[src/rtl/knn_frame_loader.sv]
// Frame loader for the dist_sort nearest-vector sorter: packs a 16-bit word stream
// into query + 8 search vectors, fires the sorter, returns the two closest addresses.
// Optional WAIT watchdog is enabled with `define KNN_LOADER_TIMEOUT_EN.
//
// state | meaning
// LOAD  | accepting stream words into the vector registers
// FIRE  | one-cycle sort request to dist_sort
// WAIT  | waiting for the sorter result (or watchdog expiry)
// RESP  | presenting the result to the host until accepted
module knn_frame_loader #(
    parameter int WORD_W         = 16,
    parameter int FRAME_WORDS    = 36,
    parameter int TIMEOUT_CYCLES = 15
) (
    input  logic              clk,
    input  logic              rst,
    input  logic [WORD_W-1:0] s_data,
    input  logic              s_valid,
    input  logic              s_last,
    output logic              s_ready,
    output logic [63:0]       ds_query,
    output logic [63:0]       ds_search_0,
    output logic [63:0]       ds_search_1,
    output logic [63:0]       ds_search_2,
    output logic [63:0]       ds_search_3,
    output logic [63:0]       ds_search_4,
    output logic [63:0]       ds_search_5,
    output logic [63:0]       ds_search_6,
    output logic [63:0]       ds_search_7,
    output logic              ds_in_valid,
    input  logic [2:0]        ds_addr_1st,
    input  logic [2:0]        ds_addr_2nd,
    input  logic              ds_out_valid,
    output logic [2:0]        res_addr_1st,
    output logic [2:0]        res_addr_2nd,
    output logic              res_timeout,
    output logic              res_valid,
    input  logic              res_ready,
    output logic              frame_err,
    output logic              busy
);

    localparam int VEC_W    = 64;
    localparam int WPV      = VEC_W / WORD_W;
    localparam int NVEC     = FRAME_WORDS / WPV;
    localparam int LAST_IDX = FRAME_WORDS - 1;

    typedef enum logic [1:0] {
        LOAD = 2'd0,
        FIRE = 2'd1,
        WAIT = 2'd2,
        RESP = 2'd3
    } state_t;

    state_t           state, state_nxt;
    logic [5:0]       word_cnt;
    logic [VEC_W-1:0] vec_q [NVEC];
    logic             accept;
    logic             cnt_last;
    logic             wd_expire;
    logic [3:0]       vec_idx;
    logic [1:0]       lane;

    assign accept   = s_valid & s_ready;
    assign cnt_last = (word_cnt == 6'(LAST_IDX));
    assign vec_idx  = word_cnt[5:2];
    assign lane     = word_cnt[1:0];
    assign busy     = (state != LOAD);

    assign ds_query    = vec_q[0];
    assign ds_search_0 = vec_q[1];
    assign ds_search_1 = vec_q[2];
    assign ds_search_2 = vec_q[3];
    assign ds_search_3 = vec_q[4];
    assign ds_search_4 = vec_q[5];
    assign ds_search_5 = vec_q[6];
    assign ds_search_6 = vec_q[7];
    assign ds_search_7 = vec_q[8];

`ifdef KNN_LOADER_TIMEOUT_EN
    localparam logic [4:0] WD_LOAD = 5'(TIMEOUT_CYCLES - 1);

    logic [4:0] wd_cnt;
    logic       timeout_q;

    assign wd_expire   = (wd_cnt == 5'd0);
    assign res_timeout = timeout_q;

    // Down-counter loaded in FIRE; reaching zero in WAIT marks the last allowed cycle.
    always_ff @(posedge clk or posedge rst) begin
        if (rst) begin
            wd_cnt    <= '0;
            timeout_q <= 1'b0;
        end else begin
            if (state == FIRE)
                wd_cnt <= WD_LOAD;
            else if (state == WAIT && wd_cnt != 5'd0)
                wd_cnt <= wd_cnt - 5'd1;
            if (state == WAIT) begin
                if (ds_out_valid)
                    timeout_q <= 1'b0;
                else if (wd_expire)
                    timeout_q <= 1'b1;
            end
        end
    end
`else
    assign wd_expire   = 1'b0;
    assign res_timeout = 1'b0;
`endif

    always_ff @(posedge clk or posedge rst) begin
        if (rst) begin
            for (int v = 0; v < NVEC; v++)
                vec_q[v] <= '0;
        end else if (accept) begin
            vec_q[vec_idx][lane*WORD_W +: WORD_W] <= s_data;
        end
    end

    always_ff @(posedge clk or posedge rst) begin
        if (rst) begin
            state        <= LOAD;
            word_cnt     <= '0;
            frame_err    <= 1'b0;
            res_addr_1st <= '0;
            res_addr_2nd <= '0;
        end else begin
            state     <= state_nxt;
            // s_last must coincide exactly with the final word of the frame
            frame_err <= accept && (s_last != cnt_last);
            if (accept)
                word_cnt <= (s_last || cnt_last) ? 6'd0 : word_cnt + 6'd1;
            if (state == WAIT) begin
                if (ds_out_valid) begin
                    res_addr_1st <= ds_addr_1st;
                    res_addr_2nd <= ds_addr_2nd;
                end else if (wd_expire) begin
                    res_addr_1st <= '0;
                    res_addr_2nd <= '0;
                end
            end
        end
    end

    always_comb begin
        state_nxt   = state;
        s_ready     = 1'b0;
        ds_in_valid = 1'b0;
        res_valid   = 1'b0;
        case (state)
            LOAD: begin
                s_ready = 1'b1;
                if (s_valid && s_last && cnt_last)
                    state_nxt = FIRE;
            end
            FIRE: begin
                ds_in_valid = 1'b1;
                state_nxt   = WAIT;
            end
            WAIT: begin
                if (ds_out_valid || wd_expire)
                    state_nxt = RESP;
            end
            RESP: begin
                res_valid = 1'b1;
                if (res_ready)
                    state_nxt = LOAD;
            end
            default: state_nxt = LOAD;
        endcase
    end

endmodule

[config.mk]
export PLATFORM = sky130hd
export DESIGN_NAME = knn_frame_loader
export DESIGN_NICKNAME = d
export VERILOG_FILES = /design/src/rtl/knn_frame_loader.sv
export SDC_FILE = /design/constraint.sdc
export NUM_CORES = 1
export LEC_CHECK = 0
export CORE_MARGIN = 2
export CORE_UTILIZATION = 30
export DETAILED_ROUTE_END_ITERATION = 16
export SLEW_MARGIN = 5
export SYNTH_ARGS = -nofsm -noshare
export SYNTH_HDL_FRONTEND = slang
export SYNTH_SLANG_ARGS = --single-unit
export TNS_END_PERCENT = 5
[constraint.sdc]
create_clock -name clk -period 50.9 [get_ports clk]
set_input_delay 7.635 -clock clk [delete_from_list [all_inputs] [get_ports clk]]
set_output_delay 7.635 -clock clk [all_outputs]
set_load 0.01 [all_outputs]
Word level (Yosys, flattened, before mapping) --
Index checks and enable logic that the tools add are counted.
Word-level totals: bits in registers 591, word-level logic and storage cells 50
Cells by class: add/subtract/negate cells 2, $lt $le $gt $ge 2, equality and inequality tests 8, shift operators 2, multiplexer cells 11, bitwise operators 2, reduce and logical (&&, ||, !) cells 9
Operators with widths (number):
- $bwmux 576 | 1
- $demux 64 s4 | 1
- $mux 64 | 1
- $shift 16x34->64 const A | 1
- $shiftx 16x34->64 | 1
- $neg 6->34 | 1
- $pmux 2 s4 | 1
- $add 6x1->6 const B | 1
- $eq 6x6->1 const B | 1
- $mux 2 | 3
- $mux 6 | 1
- $ne 2x2->1 const B | 3
- $ge 5x5->1 const B | 1
- $lt 5x1->1 const B | 1
- $not 4->5 | 1
- $eq 2x2->1 const B | 2
- $logic_and 1x1->1 | 4
- $mux 1 | 3
- $reduce_and 3->1 | 1
- $eq 2x1->1 const B | 1
- $logic_not 2->1 | 1
- $reduce_and 2->1 | 1
- $reduce_bool 2->1 | 1
- $and 1x1->1 | 1
- other kinds (2) | 2

Longest topological paths before layout --
Gate-level depths: netlist of run 1.
depth in word-level cells 6, depth in mapped cells 9, depth with buffers taken out 7

Least setup slack after synthesis of run 1 --
Ideal clock, no wire load.
kind input to register, start input port s_valid, end register vec_q, in the netlist ds_search_6[0], setup time 0.080 ns, data arrival time 8.667 ns, slack 42.153 ns, cell stages on the path 6, cells stage by stage and2_1 buf_4 nand2_1 nor2_2 buf_6 mux2i_1
On the way: longest elaborated chain between the ends 1
RTL lines:
- start: declaration | RTL line 18 | input logic s_valid,
- $and 1x1->1 | RTL line 64 | assign accept = s_valid & s_ready;
- end signal: indexed assignment | RTL line 117 | vec_q[vec_idx][lane*WORD_W +: WORD_W] <= s_data;
- end: declaration | RTL line 57 | logic [VEC_W-1:0] vec_q [NVEC];
No other way between the ends. A chain may end at the register's enable or synchronous reset.

==> out/results.tsv, run 1 <==
stage	metric	value	unit
yosys	syn-instance-count	2040	
global_route	grt_start_max_net_pins	137	
detailed_routing	1st_iter_drt_viols	1200	
floorplan	placementRows	98	
power_and_ir_drop	power_switching	0.273	mW
worst_setup_path	cp_num_buf_inv	6	
power_and_ir_drop	p_sw_share	25.6	%
detailed_routing	tritonroute_pass_1_iters	5	
power_and_ir_drop	power_leakage	13.3	nW
layout	fraction_of_final_layout_cells_with_drive_strength_greater_than_1	5.28	%
sta	maxSlewHeadroom	20.9	%
flow_run	drv.max_cap_violation_count	0	
worst_setup_path	crit_path_kind	input pin to asynchronous set/reset pin	
floorplan	start_util	30.3	%
yosys	flop_and_latch_count_out_of_synthesis	591	
clock_network	postCtsSetupBuffers	0	
sta	timing.final.crit_period	11360	ps
place	hpwl	56.2	mm
layout	top_library_cells_by_usage_in_the_layout_fill_and_taps_aside	614 x sky130_fd_sc_hd__clkdlybuf4s50_1, 612 x sky130_fd_sc_hd__nand2_1, 591 x sky130_fd_sc_hd__dfrtp_1	
place	portBuffers	614	
global_route	grt_pass1_wl	118	mm
clock_network	clockRootBuffer	sky130_fd_sc_hd__clkbuf_16	
floorplan	dieHeight	273	um
yosys	synthDominantCellAreaShare	68.2	%
clock_network	path_clk_slew	60	ps
worst_setup_path	crit_path_frequent_cell	sky130_fd_sc_hd__buf_4	
sta	finalCritPeriodShare	22.3	%
yosys	synth.yosys.seq_area_share	68.2	%
detailed_routing	detail-route-antenna-nets	0	
worst_setup_path	crit_path_max_delay_family	buffers and inverters	
floorplan	floorplan.io_pins	616	
yosys	postSynthNetCount	2079	
worst_setup_path	crit_path_end_kind	asynchronous set/reset pin	
detailed_routing	vias_per_cell	4.73	
global_route	grt_pass1_vias	17144	
global_route	global_route.overflow_total	0	
layout	nNetsFinal	2662	
yosys	mappedNetlistArea	21700	um2
power_and_ir_drop	power	1.06	mW
detailed_routing	routedWlPerCell	22.5	um
worst_setup_path	cp_max_fo	136	
worst_setup_path	worstPathRequired	51530	ps
sta	worst-slew-pin-transition	1180	ps
clock_network	cts.path.max_buffers	3	
yosys	ys_top_cells_by_area	sky130_fd_sc_hd__dfrtp_1 68%, sky130_fd_sc_hd__o21ai_0 12%, sky130_fd_sc_hd__nand2_1 11%	
sta	finClkSkew	25.0	ps
floorplan	placeableCoreArea	71600	um2
hold_path	hold_path.class	flip-flop to flip-flop	
yosys	synthDominantAreaCellType	sky130_fd_sc_hd__dfrtp_1	
layout	mostFrequentLayoutCell	sky130_fd_sc_hd__clkdlybuf4s50_1	
power_and_ir_drop	cell_internal_pwr	0.791	mW
yosys	synthDistinctLibCells	36	
sta	count_of_pins_over_their_slew_limit	0	
place	placement.setup.worst_slack	38740	ps
power_and_ir_drop	power_frac_clock	44.2	%
outcome	outcome	completed	
power_and_ir_drop	share_comb_of_total_power	9.4	%
floorplan	dieArea	74500	um2
power_and_ir_drop	cellPowerDensity	34.5	nW/um2
worst_setup_path	crit_chain	clkdlybuf4s50_1, inv_8, buf_4, buf_4, buf_4, buf_4	
clock_network	cts_hold_buf	0	
sta	rsz0062_at_grt	false	
layout	filler_cell_count	6850	
detailed_routing	remaining_drc_errors	0	
power_and_ir_drop	vdd_drop_max	0.0000276	V
clock_network	tritoncts_clock_tree	done	
sta	finalSetupTns	0	ps
clock_network	tritoncts.num_buffers	66	
sta	timing.hold.ws	477	ps
detailed_routing	totalWireLength	81.6	mm
yosys	number_of_warning_messages_in_the_yosys_log	0	
worst_setup_path	timing.critical_path.arrival	11990	ps
sta	timing.final.hold_violations	0	
power_and_ir_drop	p_seq_share	46.4	%
place	gp_congestion	0.810	
sta	timing.fmax	88.0	MHz
global_route	groute.usage.overall	21.6	%
worst_setup_path	critical_path_start_type	input pin	
clock_network	ctsResizeCount	0	
layout	final_core_util	43.0	%
yosys	avgSynthCellArea	10.6	um2
clock_network	tritoncts_num_sinks	591	
layout	area_growth_from_synthesis_to_layout	42.0	%
detailed_routing	num_vias	17107	
floorplan	fp.dieW	273	um
sta	setup_viol	0	
worst_setup_path	critPathSlowestCell	sky130_fd_sc_hd__buf_4	
clock_network	clock_insertion_delay_worst_skew	600	ps
sta	final_worst_setup_slack	39540	ps
clock_network	h-tree-depth	3	
global_route	antenna_found_initial	20	
worst_setup_path	worst_path_largest_cell_delay	830	ps
-- layer usage --
metal	vias to the layer above	track usage, %	part of all wire, %
met1	8484	27.7	42
li1	7866	-	-
met2	565	35.2	48
met3	170	6.05	7.0
met5	-	0	0.17
met4	22	7.52	3.4
-- registers in the layout, summed over array words and instances, names as in the netlist, 6 cells and up --
name,cells
ds_search_6,64
ds_search_3,64
ds_search_5,64
ds_search_0,64
word_cnt,6
ds_search_7,64
ds_search_4,64
ds_search_2,64
ds_query,64
ds_search_1,64
-- worst min-delay path: cells and delay by family (launching register included) --
kind	cells	cell delay, ps
simple gates	1	40
compound gates	1	60
flops	1	340
-- cell usage after synthesis (all sizes together) --
cell / n
nor3b: 3
o31ai: 1
a21oi: 1
ha: 11
a221oi: 1
conb: 1
and2: 1
inv: 73
nor4: 1
nor2b: 1
dfrtp: 591
nor2: 5
a31oi: 1
and4bb: 1
and3: 6
o21ai: 520
clkbuf: 93
nor3: 2
mux2: 7
nand4bb: 1
buf: 23
nand4b: 1
nand3: 5
nand2: 612
o32a: 1
mux2i: 64
nand4: 5
nand2b: 4
nor4b: 4
-- final cells by class --
cell class                      count  area (um2)  area share [%]
Sequential cell                   591       14800            48.0
Timing Repair Buffer              631        6270            20.4
Multi-Input combinational cell   1260        6150            19.9
Clock buffer                       89        1860            6.03
Tap cell                          950        1190            3.86
Inverter                           73         282           0.914
Clock inverter                     24         268           0.869
Antenna cell                        1        2.50         0.00812
-- final timing paths --
kind | slack, ps | startpoint | cells past startpoint | endpoint
setup / recovery | 39540 | rst | 6 | ds_search_4[40]
hold / removal | 480 | ds_search_7[10] | 2 | ds_search_7[10]
setup reg to reg | 47710 | word_cnt[0] | 5 | ds_search_1[45]
hold reg to reg | 480 | ds_search_7[10] | 2 | ds_search_7[10]
max in group clk | 40970 | state[0] | 3 | s_ready
min in group asynchronous | 7610 | rst | 2 | ds_search_3[54]
-- logic make-up (layout without fill, tap and decap cells) --
group	after synthesis	count (layout)	synth area share, %
other	1	2	0.0173
buffers and inverters	189	817	3.53
multiplexers	71	71	3.32
adder cells (fa/ha/maj)	11	11	0.634
AO/OA/AOI/OAI	525	525	12.2
AND/OR/NAND/NOR	652	652	12.2
flip-flops	591	591	68.2
-- power by group through the flow --
stage | logic [mW] | clock network (mW) | registers [mW]
2_1_floorplan | 0.0325 | 0 | 0.508
3_3_place_gp | 0.101 | 0 | 0.501
3_5_place_dp | 0.102 | 0 | 0.502
4_1_cts | 0.103 | 0.483 | 0.494
5_1_grt | 0.108 | 0.504 | 0.495
6_report | 0.100 | 0.470 | 0.494
-- per-stage QoR --
step	cells	area (um2)
global route	3618	30800
finish	3619	30800
CTS	3618	30800
global placement	3505	28700
floorplan	2040	21700
detailed placement	3505	28700
Note: power is estimated with default switching activity, not from simulation.
==> inputs of run 2 (changes only) <==
==> constraint.sdc (replaced) <==
create_clock -name clk -period 10 [get_ports clk]
set_input_delay 1.5 -clock clk [delete_from_list [all_inputs] [get_ports clk]]
set_output_delay 1.5 -clock clk [all_outputs]
set_load 0.01 [all_outputs]
==> out/results.tsv, run 2 (synthesis results as in run 1) <==
stage	metric	value	unit	change
outcome	outcome	completed		unchanged
floorplan	floorplan.io_pins	616		unchanged
floorplan	fp.dieW	273	um	unchanged
worst_setup_path	cp_max_fo	11		was 136
worst_setup_path	critical_path.reg2reg.startpoint	word_cnt[2]		was word_cnt[0]
clock_network	cts_hold_buf	0		unchanged
sta	final_worst_setup_slack	6130	ps	was 39540 ps
clock_network	tritoncts.num_buffers	67		was 66
sta	timing.fmax	258	MHz	
global_route	grt_start_max_net_pins	166		was 137
floorplan	start_util	30.3	%	unchanged
worst_setup_path	worstPathRequired	8500	ps	was 51530 ps
layout	nNetsFinal	2659		was 2662
clock_network	clockRootBuffer	sky130_fd_sc_hd__clkbuf_16		unchanged
worst_setup_path	crit_path_frequent_cell	sky130_fd_sc_hd__inv_1		was sky130_fd_sc_hd__buf_4
global_route	grt_pass1_vias	16839		was 17144
sta	setup_viol	0		unchanged
worst_setup_path	critPathSlowestCell	sky130_fd_sc_hd__clkdlybuf4s50_1		was sky130_fd_sc_hd__buf_4
hold_path	start_point_of_the_worst_hold_path	ds_search_4[60]		was ds_search_7[10]
place	gp_congestion	0.798		was 0.810
sta	finalCritPeriodShare	38.7	%	
hold_path	hold_path.class	flip-flop to flip-flop		unchanged
worst_setup_path	crit_path_kind	flip-flop to output port		was input pin to asynchronous set/reset pin
detailed_routing	num_vias	17034		was 17107
global_route	groute.usage.overall	21.6	%	about the same
global_route	global_route.overflow_total	0		unchanged
place	hpwl	55.3	mm	was 56.2 mm
layout	finish.cell_count_without_fillers	3628		was 3619
worst_setup_path	crit_start	state[0]		was rst
clock_network	cts.path.max_buffers	3		unchanged
global_route	grt_util_met1	27.8	%	was 27.7%
place	post-place-cells	3501		was 3505
place	placement.setup.worst_slack	5800	ps	was 38740 ps
power_and_ir_drop	vdd_drop_max	0.000125	V	was 0.0000276 V
clock_network	ctsResizeCount	0		unchanged
sta	timing.final.hold_violations	0		unchanged
layout	top_library_cells_by_usage_in_the_layout_fill_and_taps_aside	614 x sky130_fd_sc_hd__clkdlybuf4s50_1, 612 x sky130_fd_sc_hd__nand2_1, 591 x sky130_fd_sc_hd__dfrtp_1		unchanged
sta	finalSetupTns	0	ps	unchanged
detailed_routing	tritonroute_pass_1_iters	5		unchanged
floorplan	placementRows	98		unchanged
clock_network	tritoncts_clock_tree	done		unchanged
worst_setup_path	crit_path_max_delay_family	buffers and inverters		unchanged
worst_setup_path	crit_chain	inv_1, ha_1, inv_1, clkdlybuf4s50_1		was clkdlybuf4s50_1, inv_8, buf_4, buf_4, buf_4, buf_4
clock_network	tritoncts_num_sinks	591		unchanged
sta	maxSlewHeadroom	15.2	%	was 20.9%
power_and_ir_drop	cellPowerDensity	178	nW/um2	was 34.5 nW/um2
sta	timing.final.crit_period	3870	ps	
sta	count_of_pins_over_their_slew_limit	0		unchanged
detailed_routing	remaining_drc_errors	0		unchanged
layout	mostFrequentLayoutCell	sky130_fd_sc_hd__clkdlybuf4s50_1		unchanged
detailed_routing	detail-route-antenna-nets	0		unchanged
sta	worst-slew-pin-transition	1270	ps	was 1180 ps
detailed_routing	1st_iter_drt_viols	1012		was 1200
global_route	met2_usage	34.6	%	was 35.2%
flow_run	drv.max_cap_violation_count	0		unchanged
detailed_routing	routedWlPerCell	22.5	um	about the same
layout	fraction_of_final_layout_cells_with_drive_strength_greater_than_1	5.35	%	was 5.28%
power_and_ir_drop	power_leakage	13.4	nW	was 13.3 nW
clock_network	h-tree-depth	3		unchanged
worst_setup_path	worst_path_largest_cell_delay	540	ps	was 830 ps
global_route	antenna_found_initial	19		was 20
detailed_routing	totalWireLength	81.5	mm	was 81.6 mm
place	portBuffers	614		unchanged
detailed_routing	vias_per_cell	4.70		was 4.73
floorplan	dieHeight	273	um	unchanged
floorplan	placeableCoreArea	71600	um2	unchanged
worst_setup_path	critical_path_start_type	flip-flop		was input pin
global_route	grt_use_met3	6.33	%	was 6.05%
global_route	top_usage_layer	met2		unchanged
clock_network	postCtsSetupBuffers	0		unchanged
floorplan	dieArea	74500	um2	unchanged
clock_network	clock_insertion_delay_worst_skew	610	ps	was 600 ps
worst_setup_path	cp_num_buf_inv	3		was 6
sta	rsz0062_at_grt	false		unchanged
worst_setup_path	crit_path_end_kind	output port		was asynchronous set/reset pin
power_and_ir_drop	power	5.52	mW	was 1.06 mW
worst_setup_path	timing.critical_path.arrival	2370	ps	was 11990 ps
global_route	grt_pass1_wl	118	mm	about the same
layout	area_growth_from_synthesis_to_layout	42.6	%	was 42.0%
clock_network	path_clk_slew	60	ps	about the same
sta	finClkSkew	21.3	ps	was 25.0 ps
==> run 2: through the flow <==
| stage | hold slack (ps) | cell area (um2) | util (%) |
|---|---|---|---|
| after floorplan | 513 | 21700 | - |
| after global placement | 463 | 28700 | 40.0 |
| after detailed placement | 469 | 28700 | 40.0 |
| after CTS | 481 | 30900 | 43.2 |
| after global routing | 495 | 30900 | 43.2 |
| final | 476 | 30900 | 43.2 |
==> run 2: routing by layer <==
metal	wire length, um	share of wire (%)
met1	34000	42
met2	38500	47
met3	6320	7.8
met4	2550	3.1
met5	104	0.13
==> run 2: cell type report <==
class / instances / area [um2]
clock buffers: 94 / 1930
well taps: 950 / 1190
diodes: 7 / 17.5
repair buffers: 627 / 6270
flip-flops and latches: 591 / 14800
multi-input cells: 1260 / 6150
fillers: 6760 / 40700
inverters: 73 / 278
clock inverters: 26 / 327
==> run 2: path summary, 6_finish.rpt <==
path / to / slack [ps] / depth (start not counted)
worst max register to register: ds_search_0[24] / 6580 / 3
worst min register to register: ds_search_4[60] / 480 / 2
worst min-delay path: ds_search_4[60] / 480 / 2
min in group asynchronous: ds_search_0[53] / 1350 / 2
max in group asynchronous: ds_search_1[23] / 6450 / 4
worst max-delay path: busy / 6130 / 4
==> run 2: power by group <==
| group | switching [mW] | internal, mW |
|---|---|---|
| combinational | 0.334 | 0.170 |
| clock | 1.03 | 1.47 |
| sequential | 0.0493 | 2.47 |
==> run 2: worst min-delay path, cell delays in order, from the launching register on <==
cell	delay (ps)
sky130_fd_sc_hd__dfrtp_1	340
sky130_fd_sc_hd__nand2_1	40
sky130_fd_sc_hd__o21ai_0	60
